`src/rtl/mole_scheduler.sv`:
```
// mole_scheduler: places whack-a-mole targets into free holes,
// ages live moles and tallies hits, expiries and lost requests.
module mole_scheduler #(
   parameter int NUM_HOLES = 4,
   parameter int HOLE_W    = 2,
   parameter int LIFETIME  = 3,
   parameter int CNT_W     = 8
) (
   input  logic                 clk,
   input  logic                 reset,
   input  logic                 one_hz_enable,
   input  logic                 request_mole,
   input  logic [NUM_HOLES-1:0] hit,
   input  logic                 clear_board,
   output logic [NUM_HOLES-1:0] mole_active,
   output logic                 spawn_valid,
   output logic [HOLE_W-1:0]    spawn_hole,
   output logic [CNT_W-1:0]     score,
   output logic [CNT_W-1:0]     misses,
   output logic [CNT_W-1:0]     dropped,
   output logic                 busy
);

   typedef enum logic {IDLE, SEARCH} state_t;

   state_t               state_q, state_d;
   logic [7:0]           lfsr_q, lfsr_d;
   logic                 pend_q, pend_d;
   logic [HOLE_W-1:0]    probe_q, probe_d;
   logic [HOLE_W-1:0]    tries_q, tries_d;
   logic [NUM_HOLES-1:0] mole_q, mole_d;
   logic [3:0]           timer_q [NUM_HOLES];
   logic [3:0]           timer_d [NUM_HOLES];
   logic [CNT_W-1:0]     score_q, score_d;
   logic [CNT_W-1:0]     misses_q, misses_d;
   logic [CNT_W-1:0]     dropped_q, dropped_d;
   logic                 spawn_q, spawn_d;
   logic [HOLE_W-1:0]    hole_q, hole_d;
   logic [NUM_HOLES-1:0] hits, expire;
   logic [1:0]           drop_ev;

   function automatic logic [CNT_W-1:0] sat_add(
      input logic [CNT_W-1:0]     a,
      input logic [NUM_HOLES-1:0] v
   );
      logic [CNT_W:0] s;
      s = {1'b0, a};
      for (int i = 0; i < NUM_HOLES; i++)
         s = s + {{CNT_W{1'b0}}, v[i]};
      return s[CNT_W] ? '1 : s[CNT_W-1:0];
   endfunction

   assign lfsr_d = {lfsr_q[6:0],
                    lfsr_q[7] ^ lfsr_q[5] ^ lfsr_q[4] ^ lfsr_q[3]};

   always_comb begin
      hits   = hit & mole_q;
      expire = '0;
      for (int i = 0; i < NUM_HOLES; i++)
         expire[i] = one_hz_enable & mole_q[i] & ~hits[i]
                   & (timer_q[i] == 4'd1);
      mole_d = mole_q & ~hits & ~expire;
      for (int i = 0; i < NUM_HOLES; i++) begin
         timer_d[i] = timer_q[i];
         if (hits[i] | expire[i])
            timer_d[i] = '0;
         else if (one_hz_enable & mole_q[i])
            timer_d[i] = timer_q[i] - 4'd1;
      end

      state_d = state_q;
      probe_d = probe_q;
      tries_d = tries_q;
      pend_d  = pend_q;
      spawn_d = 1'b0;
      hole_d  = hole_q;
      drop_ev = '0;

      unique case (state_q)
         IDLE: begin
            if (request_mole | pend_q) begin
               // a fresh request arriving with one already latched is lost
               drop_ev[0] = request_mole & pend_q;
               pend_d     = 1'b0;
               state_d    = SEARCH;
               probe_d    = lfsr_q[HOLE_W-1:0];
               tries_d    = '0;
            end
         end
         SEARCH: begin
            drop_ev[0] = request_mole & pend_q;
            pend_d     = pend_q | request_mole;
            if (!mole_q[probe_q]) begin
               mole_d[probe_q]  = 1'b1;
               timer_d[probe_q] = 4'(LIFETIME);
               spawn_d          = 1'b1;
               hole_d           = probe_q;
               state_d          = IDLE;
            end else if (tries_q == HOLE_W'(NUM_HOLES - 1)) begin
               drop_ev[1] = 1'b1;
               state_d    = IDLE;
            end else begin
               probe_d = probe_q + HOLE_W'(1);
               tries_d = tries_q + HOLE_W'(1);
            end
         end
      endcase

      score_d   = sat_add(score_q, hits);
      misses_d  = sat_add(misses_q, expire);
      dropped_d = sat_add(dropped_q, NUM_HOLES'(drop_ev));

      if (clear_board) begin
         mole_d    = '0;
         pend_d    = 1'b0;
         spawn_d   = 1'b0;
         state_d   = IDLE;
         score_d   = '0;
         misses_d  = '0;
         dropped_d = '0;
         for (int i = 0; i < NUM_HOLES; i++)
            timer_d[i] = '0;
      end
   end

   always_ff @(posedge clk or negedge reset) begin
      if (!reset) begin
         state_q   <= IDLE;
         lfsr_q    <= 8'h01;
         pend_q    <= 1'b0;
         probe_q   <= '0;
         tries_q   <= '0;
         mole_q    <= '0;
         score_q   <= '0;
         misses_q  <= '0;
         dropped_q <= '0;
         spawn_q   <= 1'b0;
         hole_q    <= '0;
         for (int i = 0; i < NUM_HOLES; i++)
            timer_q[i] <= '0;
      end else begin
         state_q   <= state_d;
         lfsr_q    <= lfsr_d;
         pend_q    <= pend_d;
         probe_q   <= probe_d;
         tries_q   <= tries_d;
         mole_q    <= mole_d;
         score_q   <= score_d;
         misses_q  <= misses_d;
         dropped_q <= dropped_d;
         spawn_q   <= spawn_d;
         hole_q    <= hole_d;
         for (int i = 0; i < NUM_HOLES; i++)
            timer_q[i] <= timer_d[i];
      end
   end

   assign mole_active = mole_q;
   assign spawn_valid = spawn_q;
   assign spawn_hole  = hole_q;
   assign score       = score_q;
   assign misses      = misses_q;
   assign dropped     = dropped_q;
   assign busy        = (state_q == SEARCH);

endmodule

```
`config.mk`:
```
export PLATFORM = sky130hd
export DESIGN_NAME = mole_scheduler
export DESIGN_NICKNAME = d
export VERILOG_FILES = /design/src/rtl/mole_scheduler.sv
export SDC_FILE = /design/constraint.sdc
export NUM_CORES = 1
export LEC_CHECK = 0
export CAP_MARGIN = 10
export CORE_MARGIN = 2
export CORE_UTILIZATION = 52
export CTS_BUF_LIST = sky130_fd_sc_hd__clkbuf_8
export DETAILED_ROUTE_END_ITERATION = 8
export PLACE_DENSITY_LB_ADDON = 0.2
export SLEW_MARGIN = 20
export SYNTH_ARGS = -nofsm -noshare
export SYNTH_HDL_FRONTEND = slang
export SYNTH_SLANG_ARGS = --single-unit
```
`constraint.sdc`:
```
create_clock -name clk -period 3.24 [get_ports clk]
set_clock_uncertainty 0.2 [all_clocks]
set_input_delay 0.972 -clock clk [delete_from_list [all_inputs] [get_ports clk]]
set_output_delay 0.972 -clock clk [all_outputs]
set_load 0.01 [all_outputs]
```
==> results, run 1 <==
- The run finished, with violations left.
- The final reports fail on negative setup slack.
- The analysis attributes to cell leakage a power of roughly 1.9 nW.
- In this run the remaining antenna-violating nets after routing total 0.
- By count the netlist is led by 60 x dfrtp_1, 26 x inv_1, 24 x a21oi_1.
- In the final routed layout, each cell accounts on average for around 15 µm.
- The count of synthesis-stage warnings from yosys is 0.
- In this run the most critical hold path is launched from lfsr_q[2]$_DFF_PN0_.
- Setup violations remaining at the end of the flow were counted as 1.
- The die covers just under 7000 µm².
- After detailed routing, the number of remaining DRC violations is 0.
- The met2 wire length is 3.32 mm.
- The required time at the worst-slack endpoint is ~3.3 ns.
- The core region is around 5900 µm².
- After the flow finishes, the layout carries non-filler instances totaling around 450.
- Counting the buffers created by CTS gives 9.
- The cts-stage hold buffer count is 0.
- The final layout contains 404 nets.
- The starting density of the core is 53.8%.
- The final count of hold timing violations is 0.
- Registers take roughly 1500 µm².
- Summed over all instances, the cell type with the most area after synthesis is dfrtp_1.
- Counting every sink on the clock net gives 61.
- The number of register bits inferred by synthesis is between 60 and 70.
- The max-cap violation count is 0.
- The portion of synthesized cell area occupied by the leading cell type is between 40% and 50%.
- The element type at the critical path start is a primary input.
- The arrival time of data at the critical path endpoint is 3.30 ns.
- The final critical delay including setup and external delays is roughly 3.3 ns.
- The worst-case hold slack is 0.152 ns.
- The reg2reg setup slack is ~0.12 ns.
- The sequential share of the synthesized area is between 40% and 50%.
- Setup repair after global routing could not meet its margin everywhere.
- Timing would allow up to 0.305 GHz.
- Fill cells in the final layout number ~460.
- The combined area of the multi-input logic cells is ~1600 µm².
- The later pin in the worst-skew pair is clocked with a latency of between 0.3 and 0.4 ns.
- When the netlist entered floorplanning its net count stood at roughly 330.
- The synthesized-area fraction occupied by ao, oa, aoi and oai cells is about 11%.
- The simple logic cell fraction of the synthesized area is about 16%.
- From synthesis to final layout, the design area changed by 30.8%.
- The critical setup path kind is in -> reg.
- The count of final max-slew check failures is 0.
- The H-tree was split into 3 levels.
- dfrtp_1 is the most common cell in the netlist.
- Counting flops with an async set or reset pin after synthesis yields a share of between 90% and 100%.
- The via count of the first global-routing pass is ~2,500.
- The number of antenna diodes in the final layout is 0.
- The global-route wire length before repair is around 12 mm.
- The routed design uses around 320 µm of met3 wire.
- After detailed routing, the number of vias per cell comes to ~5.4.
- Power comes to around 0.0017 W.
- The post-synthesis xor/xnor area fraction is 7.15%.
- The initial antenna violation count is 0.
- For the pin with the worst max-slew slack, the measured transition is 0.643 ns.
- The post-route clock period utilization is 101%.
- Counting along the longest clock path gives a buffer depth of 2.
- The vertical die dimension is between 80 and 90 µm.
- The top metal layer carrying routed signals is met4.
- The fraction of the mapped netlist area in adder cells is around a tenth.
- Counting every instance in the synthesized netlist gives around 300.
- After synthesis, the largest family of logic cells by area is simple AND/OR/NAND/NOR gates.
- After clock tree synthesis, the clock-pin slew on the worst setup and hold paths is approximately 0.070 ns.
- The routability congestion estimate is ~0.83.
- The floorplan step set the die width to roughly 82 µm.
- In this run the worst setup path terminates at misses[7]$_DFF_PN0_.
- The min-delay analysis places its worst path in the category reg -> reg.
- In this run the tightest slew margin relative to its limit is a little under three fifths.
- The total overflow reported by the global router is 0.
- The root buffer selected by CTS is clkbuf_8.
- The number of vias in the routed layout is 2,443.
- Wires add up to 6.83 mm.
- Entering global routing, the biggest net connects 30 pins.
- The peak fanout along the critical path is 2.
- The layout cell share with drive strength beyond 1 is a little over a fifth.
- The number of ports placed on the die boundary is slightly above 40.
- The distinct cell type count after synthesis is 50.
- The combined area of all synthesized cells is roughly 3200 µm².
- The critical register-to-register path startpoint is timer_q[5]$_DFF_PN0_.
- The wire length the detailed router placed on met1 is about 3.2 mm.
- After synthesis, the cell types taking the most area are dfrtp_1 47%, ha_1 6.3%, fa_1 4.4%.
- After legalization and detailed placement, the total HPWL measured around 4.7 mm.
- The post-synthesis average cell area is 10.7 µm².
- The length in cells of the worst reg-to-reg path is 12.
- Tracing the worst setup path back leads to its startpoint at hit[2].
- Measured against the total synthesized area, the mux share comes to 3.69%.
- The total of buffers placed on input and output ports is 40.
- The number of placed instances with taps included is 428.
- IR analysis of the VDD net gives a maximum drop of between 300 and 400 µV.
- The power density over cell area is just over 400 nW/µm².
- The number of DRC markers in iteration 0 is ~130.
- The prevailing post-synth register cell is dfrtp_1.
- In this run the critical register-to-register path is captured at misses[7]$_DFF_PN0_.
- The number of flops mapped to enable cells by yosys is 0.
- TritonCTS built the clock tree.
- Row generation in the floorplan step produced 28 rows.
- The setup slack after layout is -0.0334 ns.
- Before antenna repair, the detailed router went through 4 iterations.
- Timing analysis after detailed placement gives a worst setup slack of -0.903 ns.
- The endpoint class of the critical path is a flip-flop.
- The global router's overall resource usage is a little under a quarter.
-- layout make-up --
type | count | share of cell area [%]
clock buffer | 12 | 3.97
clock inverter | 4 | 0.991
inverter | 26 | 2.34
multi-input combinational | 204 | 39.0
sequential | 61 | 36.7
tap | 75 | 2.25
timing repair buffer | 70 | 14.8
-- per-layer routing --
layer | track usage, % | up-vias
met5 | 0 | -
met4 | 8.33 | 0
met3 | 7.17 | 2
met2 | 36.1 | 52
met1 | 30.5 | 1214
li1 | - | 1175
-- how the worst min path moves through the flow --
| stage | end | slack [ns] | cells past startpoint |
|---|---|---|---|
| floorplan | lfsr_q[3]$_DFF_PN0_ | 0.13 | 0 |
| global placement | lfsr_q[3]$_DFF_PN0_ | 0.14 | 0 |
| detailed placement | lfsr_q[7]$_DFF_PN0_ | 0.15 | 0 |
| CTS | lfsr_q[3]$_DFF_PN0_ | 0.16 | 0 |
| global route | lfsr_q[3]$_DFF_PN0_ | 0.16 | 0 |
| finish | lfsr_q[3]$_DFF_PN0_ | 0.15 | 0 |
-- metrics by stage --
step / TNS, ns / instance area (µm²) / utilization (%)
after floorplan: -0.579 / 3220 / -
after global placement: -9.18 / 3840 / 64.8
after detailed placement: -10.01 / 3840 / 64.8
after CTS: -0.0175 / 4140 / 69.8
after global routing: -0.115 / 4170 / 70.4
final: -0.0334 / 4170 / 70.4
-- flip-flops by register name (all words and copies together) (netlist names) --
signal / count
lfsr_q: 8
spawn_hole: 2
mole_active: 4
dropped: 8
score: 8
busy: 1
tries_q: 2
spawn_valid: 1
pend_q: 1
misses: 8
probe_q: 2
timer_q: 16
-- critical path, cell delays in order --
cell and delay, ns:
buf_6 0.09, nand2b_4 0.14, nor3_4 0.21, fa_1 0.45, inv_2 0.07, fa_2 0.21, inv_2 0.04, fa_2 0.33
and3_4 0.16, or4b_4 0.47, o211a_1 0.14
-- repair_timing --
action / CTS / global route
resized for setup: 31 / 5
endpoints found under the setup margin: 16 / 7
setup buffers: 7 / 1
pin swaps: 12 / 4
-- cell usage in the layout, fill, tap and decap left out, drive strengths merged, types with 5 or more instances in the layout --
| cell | count |
|---|---|
| xnor2 | 15 |
| nor2b | 8 |
| buf | 35 |
| xor2 | 11 |
| ha | 16 |
| inv | 29 |
| fa | 7 |
| clkbuf | 12 |
| o21ai | 10 |
| mux2i | 5 |
| nor2 | 20 |
| nand3 | 11 |
| a21oi | 24 |
| clkdlybuf4s50 | 34 |
| and3 | 5 |
| nand2 | 18 |
| nor3 | 7 |
| dfrtp | 60 |
-- power breakdown --
group	internal, W	switching (W)	leakage, nW
clock	0.000410	0.000281	0.116
combinational	0.0000850	0.0000946	0.941
sequential	0.000785	0.0000235	0.842
-- cells by family after synthesis --
family	count (synthesis)
AND/OR/NAND/NOR	91
flip-flops	61
AO/OA/AOI/OAI	55
buffers and inverters	32
XOR/XNOR	26
adder cells (fa/ha/maj)	23
multiplexers	9
Note: power is estimated with default switching activity, not from simulation.
==> run 2: changes to the inputs <==
- CORE_UTILIZATION: 52 -> 50
- CTS_BUF_LIST: sky130_fd_sc_hd__clkbuf_8 -> not set
- GPL_TIMING_DRIVEN: not set -> 1
==> run 2 against run 1 <==
Net effect:
- the flow still finishes with violations (negative setup slack)
- register-to-register slack got worse by 0.11 ns
- clock-buffer cell count up 1
- via count decreased by 0.78%
- setup slack worse by 0.048 ns
- total power up 2.1%
- hold slack better by 0.00093 ns
- critical path type unchanged
- largest cell class unchanged
- highest routed layer unchanged
==> results, run 2 (same netlist as run 1, synthesis figures left out) <==
- The run finished, with violations left.
- The final reports fail on negative setup slack.
- The flip-flop count of the largest register, all copies and words added is 16.
- The via count of the first global-routing pass is roughly 2,500.
- IR analysis of the VDD net gives a maximum drop of between 200 and 300 µV.
- For this run, the share of the core covered by cells in the final layout is 67.4%.
- The critical path goes through dlygate4sd2_1 > or3b_4 > or3_4 > fa_2 > inv_2 > fa_2 > and3_4 > buf_4 > nand3_1 > nor3b_2 > nor3_1.
- The starting density of the core is about half.
- The cell repeated most along the worst path is fa_2.
- The first detailed-routing pass ran for 4 iterations.
- The number of antenna diodes in the final layout is 0.
- The setup path with the least slack is of type in -> reg.
- The peak fanout along the critical path is 5.
- In this run the tightest slew margin relative to its limit is between 40% and 50%.
- Before CTS, the worst setup slack after placement is -0.869 ns.
- After the first detailed-routing iteration, the DRC count stood at roughly 110.
- The met1 routing resource usage after global routing is 29.2%.
- The remaining routing DRC violations is 0.
- The remaining antenna violation count after routing is 0.
- The post-route netlist has around 22% of its cells at a drive strength greater than 1.
- The cell leakage power is ~1.9 nW.
- Measured along the y axis, the die boundary spans about 84 µm.
- The final count of hold timing violations came to 0.
- Counting the buffers created by CTS gives 9.
- In this run the tool buffered the top-level ports with 40 buffer cells.
- The average wire length per cell after detail routing is around 15 µm.
- The count of final max-slew check failures is 0.
- The wire length reported by the detailed router is approximately 7 mm.
- For this design the ratio of total power to cell area is 408 nW/µm².
- The final layout net count is slightly above 400.
- The post-route clock period utilization is 103%.
- The arrival time of data at the critical path endpoint is 3.35 ns.
- The global routing's busiest layer is met2.
- The required time at the worst-slack endpoint is ~3.3 ns.
- The average via count per standard cell is approximately 5.3.
- The CTS tree is yes.
- The kind of cell adding the most delay to the critical path is simple AND/OR/NAND/NOR gates.
- The die span in x is ~84 µm.
- The tree built by TritonCTS fans out to 61 sinks.
- The library cells used most frequently in the layout, excluding fill and tap cells, are 60 x dfrtp_1, 34 x clkdlybuf4s50_1, 33 x buf_4, 24 x inv_1, 23 x a21oi_1.
- Global routing consumed, on the met3 layer, between 4 and 5% of the routing resources.
- The clock reaches the later pin of the worst-skew pair after around 0.35 ns.
- The library cell used most frequently in the layout, excluding fill and tap cells, is dfrtp_1.
- The core region is around 6200 µm².
- The clock-pin slew on the worst setup and hold paths is roughly 0.07 ns.
- The number of ports placed on the die boundary is 41.
- The largest net degree at the start of global routing is 62.
- The most flop-heavy register is timer_q.
- Setup violations remaining at the end of the flow were counted as 2.
- For this run, global-route usage on met2 was measured as about a third.
- Hold timing on the final database bottoms out at a slack of between 0.15 and 0.2 ns.
- Global routing consumed, over all layers together, 21.6% of the routing resources.
- Setup repair after global routing could not meet its margin everywhere.
- Routability-driven placement finished with a final weighted congestion of 0.750.
- The cts-stage hold buffer count is 0.
- The largest single stage delay on the critical path is slightly above 0.4 ns.
- STA classifies the critical path startpoint as a primary input.
- The worst hold path belongs to the class reg -> reg.
- The H-tree level count is 3.
- The highest clock frequency the design can meet is around 0.3 GHz.
- The setup slack after layout is -0.0817 ns.
- For this run the aggregate overflow at the end of global routing stands at 0.
- The worst setup path is captured at a flip-flop.
- In the final timing run, aggregate negative setup slack is -0.147 ns.
- The root buffer cell chosen for the clock tree is clkbuf_8.
- The floorplan step defined a die boundary enclosing between 7000 and 8000 µm².
- The standard cell with the maximum stage delay on the critical path is fa_2.
- The number of vias in the routed layout is about 2,400.
- The clock passes through at most 2 buffers.
- The area added between synthesis and finish is 32.0%.
- Counting both buffers and inverters, the worst setup path holds a total of 3.
- The layout has between 500 and 600 filler cells.
- The global-route wire length before repair is 11.8 mm.
- Across all register-to-register paths, the minimum setup slack is around 0.010 ns.
- After legalization and detailed placement, the total HPWL measured about 4.8 mm.
- The initial antenna violation count came to 0.
- For the pin with the worst max-slew slack, the measured transition is a little under 0.8 ns.
- The max-cap violation count is 0.
- Row generation in the floorplan step produced 29 rows.
- The smallest clock period supported by the final layout is computed as between 3 and 4 ns.
run 2: changes by cell type in the layout (fill, tap and decap cells not counted), moves of 2 or more:
cell           previous run  this run
inv_1                    27        24
dlygate4sd2_1             0         2
buf_6                     1         3
buf_2                     3         1
buf_4                    30        33
run 2: path summary, 6_finish.rpt:
| kind | from | to | cells after the start |
|---|---|---|---|
| max in group asynchronous | reset | timer_q[15]$_DFF_PN0_ | 2 |
| min in group asynchronous | reset | dropped[4]$_DFF_PN0_ | 2 |
| min reg2reg | lfsr_q[6]$_DFF_PN0_ | lfsr_q[7]$_DFF_PN0_ | 0 |
| min | lfsr_q[6]$_DFF_PN0_ | lfsr_q[7]$_DFF_PN0_ | 0 |
| max | hit[3] | misses[6]$_DFF_PN0_ | 11 |
| max reg2reg | timer_q[7]$_DFF_PN0_ | misses[7]$_DFF_PN0_ | 10 |
run 2: through the flow:
step / total power (W) / cells / area (µm²)
2_1_floorplan: 0.000918 / 297 / 3220
3_3_place_gp: 0.000999 / 433 / 3860
3_5_place_dp: 0.00100 / 433 / 3860
4_1_cts: 0.00173 / 454 / 4160
5_1_grt: 0.00179 / 457 / 4210
6_report: 0.00172 / 457 / 4210
run 2: power breakdown:
part | internal (W) | switching (W)
Combinational | 0.0000881 | 0.0000983
Sequential | 0.000785 | 0.0000227
Clock | 0.000417 | 0.000304
Total | 0.00129 | 0.000425
run 2: metal layers:
metal | wire length [µm] | part of all wire, %
met1 | 3300 | 47
met2 | 3370 | 48
met3 | 259 | 3.7
met4 | 148 | 2.1
met5 | 0 | 0
run 2: worst register-to-register path, delay by kind of cell (launching register included):
family	cells	cell delay, ns
simple gates	4	1.24
fa+ha+maj	3	1.04
flops	1	0.39
compound gates	1	0.14
buf+inv	2	0.12
run 2: area by class of cell:
cell class                      instances  area, µm²  share of cell area, %
Multi-Input combinational cell        204       1630                   38.7
Clock buffer                           13        169                   4.02
Timing Repair Buffer                   73        644                   15.3
Tap cell                               77       96.3                   2.29
Inverter                               26       97.6                   2.32
Sequential cell                        61       1530                   36.3
Clock inverter                          3       42.5                   1.01
run 2: repair_timing:
| item | CTS | global route |
|---|---|---|
| buffers inserted | 5 | 3 |
| setup endpoints to repair | 16 | 8 |
| hold endpoints to repair | 0 | 0 |
| resized for setup | 28 | 4 |
| pin swaps | 12 | 9 |
==> run 3: changes to the inputs <==
- ABC_AREA: not set -> 1
- MAX_ROUTING_LAYER: not set -> met4
- PLACE_DENSITY: not set -> 0.79
- PLACE_DENSITY_LB_ADDON: 0.2 -> not set
==> run 3 against run 2 <==
Net effect:
- the run now ends clean
- clock-buffer cell count shrank 1
- synthesized cell count grew 32%
- via count grew 13%
- hold slack gained 0.0073 ns
- first-iteration DRC count grew 45%
- critical endpoint is now misses[5]$_DFF_PN0_
==> results, run 3 <==
- The top cell type by area accounts for between 40% and 50% of the synthesized area.
- The HPWL reported at the end of detailed placement is between 5 and 6 mm.
- The final count of hold timing violations was 0.
- By area, the combinational part of the netlist is dominated by simple AND/OR/NAND/NOR gates.
- Leaving out fill and tap cells, the most frequent cells in the layout are 80 x nand2_1, 60 x dfrtp_1, 59 x inv_1, 36 x clkdlybuf4s50_1, 33 x nor2_1.
- The critical path in this run is classified as in -> reg.
- Sequential cells burn 43.3% of the power.
- In this run the tightest slew margin relative to its limit is 56.8%.
- The simple logic cell fraction of the synthesized area is roughly 26%.
- Summing the areas of all fa, ha and maj instances in the mapped netlist gives 10.1% of the synthesized area.
- The average wire length per cell after detail routing is ~13 µm.
- The clock latency on the worst-skew pair is approximately 0.34 ns.
- The clock network is responsible for about two fifths of the overall power.
- The final critical delay including setup and external delays is about 3.1 ns.
- The initial antenna violation count is 0.
- The total net switching power is roughly 0.00053 W.
- The number of buffers created by CTS is 9.
- The remaining antenna violation count after routing is 0.
- Along the worst path, the maximum fanout reaches 5.
- The via count of the first global-routing pass is between 2,000 and 3,000.
- The worst hold path belongs to the class reg -> reg.
- The maximum buffer depth of the clock tree is 2.
- The required time at the worst-slack endpoint is between 3 and 4 ns.
- The count of synthesis-stage warnings from yosys is 0.
- More flip-flops sit in one register than any other, and that register is timer_q.
- The number of ports placed on the die boundary is 41.
- The highest clock frequency the design can meet is around 0.32 GHz.
- The element type at the critical path start is a primary input.
- The worst supply voltage drop on vdd is 277 µV.
- After the last flow step, the layout net total stands at roughly 500.
- In this run, synthesis inferred 0 flip-flops with an integrated enable.
- The register cell area after layout is ~1500 µm².
- The number of failing setup endpoints in the final timing report is 0.
- Measured on the finished design, the core utilization comes to between 60% and 70%.
- Data on the critical path arrives at its endpoint at about 3.2 ns.
- After detailed placement, the total cell area comes to about 4000 µm².
- The prevailing post-synth register cell is dfrtp_1.
- The routed design has 7.17 mm of wire.
- Using the TritonRoute via totals, the vias-per-cell ratio works out to roughly 5.0.
- The total of buffers placed on input and output ports is 40.
- The max-cap violation count is 0.
- Yosys attributes the largest share of cell area to dfrtp_1 45%, nand2_1 9.3%, inv_1 7.1%.
- The flip-flop count of the largest register, all copies and words added is 16.
- The power density over cell area is 468 nW/µm².
- The biggest area contributor in the post-synthesis netlist is dfrtp_1.
- The area of all placed cells without fillers is ~4300 µm².
- The H-tree level count is 3.
- The number of register bits inferred by synthesis is 61.
- The most frequent cell after synthesis is nand2_1.
- The fraction of power consumed by combinational cells is between 15 and 20%.
- Clock tree synthesis found a total of 61 sinks.
- For this design the static power due to leakage is 2.14 nW.
- The post-synthesis net count is approximately 430.
- Each instance of the synthesized netlist takes up on average roughly 8.6 µm².
- The worst-case hold slack is roughly 0.16 ns.
- The combined area of the multi-input logic cells is between 1500 and 2000 µm².
- The first-pass detailed-route iteration total is 4.
- Walking the worst path, the cells encountered are buf_2 > nand2_2 > inv_2 > nand3_2 > inv_2 > fa_1 > inv_2 > fa_2 > inv_2 > fa_2 > nand3_4 > nor2_4 > nand2_4 > nand3_2 > nand2_1 > inv_1.
- The worst path uses a little over nine tenths of the clock period.
- Hold repair after CTS inserted 0 buffers.
- The number of buffers and inverters on the critical path is 6.
- TritonCTS built the clock tree.
- The largest net degree at the start of global routing is 35.
- The first global-routing pass estimated between 10 and 15 mm of wire.
- The area of the core is around 6400 µm².
- The cell count after synthesis came out at roughly 400.
- The critical path's largest stage delay is 0.53 ns.
- The standard cell with the maximum stage delay on the critical path is fa_1.
- The synthesized-area fraction occupied by ao, oa, aoi and oai cells is under 10%.
- In the global route stage, overall resource usage came out at between 20 and 25%.
- The distinct cell type count after synthesis is 29.
- The combined area of all synthesized cells is roughly 3400 µm².
- At the end of routability-driven placement, the weighted congestion stood at approximately 0.9.
- The die is approximately 86 µm tall.
- After clock tree synthesis, the clock-pin slew on the worst setup and hold paths is ~0.060 ns.
- For the pin with the worst max-slew slack, the measured transition is between 0.6 and 0.7 ns.
- By count the netlist is led by 83 x nand2_1, 64 x inv_1, 60 x dfrtp_1.
- The remaining routing DRC violations is 0.
- The cell repeated most along the worst path is inv_2.
- Relative to the synthesized area, the layout overhead comes to 28.1%.
- The kind of cell adding the most delay to the critical path is adder cells.
- From left edge to right edge, the die measures ~86 µm.
- The number of DRC markers in iteration 0 is roughly 150.
- The root buffer selected by CTS is clkbuf_8.
- The number of placement rows is 29.
- Of the total synthesized cell area, the portion taken by XOR and XNOR cells is about 5.5%.
- Summed over all failing endpoints, the final setup total negative slack is 0 ns.
- The antenna cell count is 0.
- The sequential share of the synthesized area is between 40% and 50%.
- STA classifies the critical path endpoint as a flip-flop.
- After filler insertion, the fill cell instance count of the layout stands at roughly 500.
- In the final layout, the share of cells above drive strength 1 is between 15 and 20%.
- In the synthesized netlist, mux cells make up 0% of the area.
- Of the total power, the share spent switching nets is 26.5%.
- The initial utilization of the core area, before any placement, comes to between 50% and 60%.
- The flow ran to the end, and the final reports show no timing, DRC or antenna violations.
- The most common cell after layout, fill and taps aside is nand2_1.
- The area of the die is approximately 7400 µm².
- The number of vias in the routed layout is 2,741.
- After global routing the overflow that remains totals 0.
- The count of final max-slew check failures came to 0.
- The async set-or-reset flop fraction in the synthesized netlist is 100%.
- Cell internal power was estimated by the tool at roughly 0.0015 W.
## run 3: power groups by stage
stage | Clock [W] | Combinational, W | Sequential, W
global placement | 0 | 0.000322 | 0.000883
global route | 0.000874 | 0.000375 | 0.000882
CTS | 0.000835 | 0.000332 | 0.000874
floorplan | 0 | 0.000203 | 0.000878
finish | 0.000816 | 0.000327 | 0.000874
detailed placement | 0 | 0.000332 | 0.000887
## run 3: through the flow
stage | total power (W) | std cells | setup slack (ns)
2_1_floorplan | 0.00108 | 393 | 0.0428
3_3_place_gp | 0.00121 | 524 | -0.585
3_5_place_dp | 0.00122 | 524 | -0.658
4_1_cts | 0.00204 | 542 | 0.0583
5_1_grt | 0.00213 | 545 | -0.0209
6_report | 0.00202 | 545 | 0.110
## run 3: cell type report
class	count	share of cell area [%]
Clock buffer	12	3.36
Inverter	65	5.66
Multi-Input combinational cell	263	37.9
Clock inverter	4	2.20
Tap cell	77	2.23
Sequential cell	61	35.4
Timing Repair Buffer	63	13.2
## run 3: logic make-up (layout without fill, tap and decap cells)
group | Yosys count | in the layout
simple gates | 183 | 183
buf+inv | 69 | 144
flops | 61 | 61
compound gates | 36 | 36
fa+ha+maj | 23 | 23
xor+xnor | 21 | 21
## run 3: final timing paths
| check | from | end | slack [ns] | cells after the start |
|---|---|---|---|---|
| worst max register to register | timer_q[13]$_DFF_PN0_ | misses[2]$_DFF_PN0_ | 0.26 | 15 |
| worst min-delay path | lfsr_q[2]$_DFF_PN0_ | lfsr_q[3]$_DFF_PN0_ | 0.16 | 0 |
| max in group asynchronous | reset | lfsr_q[0]$_DFF_PN1_ | 1.72 | 2 |
| min in group asynchronous | reset | misses[6]$_DFF_PN0_ | 0.45 | 1 |
| worst max-delay path | one_hz_enable | misses[5]$_DFF_PN0_ | 0.11 | 16 |
| worst min register to register | lfsr_q[2]$_DFF_PN0_ | lfsr_q[3]$_DFF_PN0_ | 0.16 | 0 |
## run 3: metal layers
metal	track usage [%]	vias to the layer above	routed length, µm	part of all wire [%]
met5	-	-	0	0
met4	7.22	0	44	0.61
met3	6.93	6	322	4.5
met2	34.4	59	3530	49
met1	28.1	1292	3270	46
li1	-	1384	-	-
## run 3: repair_timing
action	CTS	global route
gates resized for setup	8	11
hold endpoints to repair	0	0
setup buffers	2	3
pin swaps	2	5
setup endpoints to repair	16	10
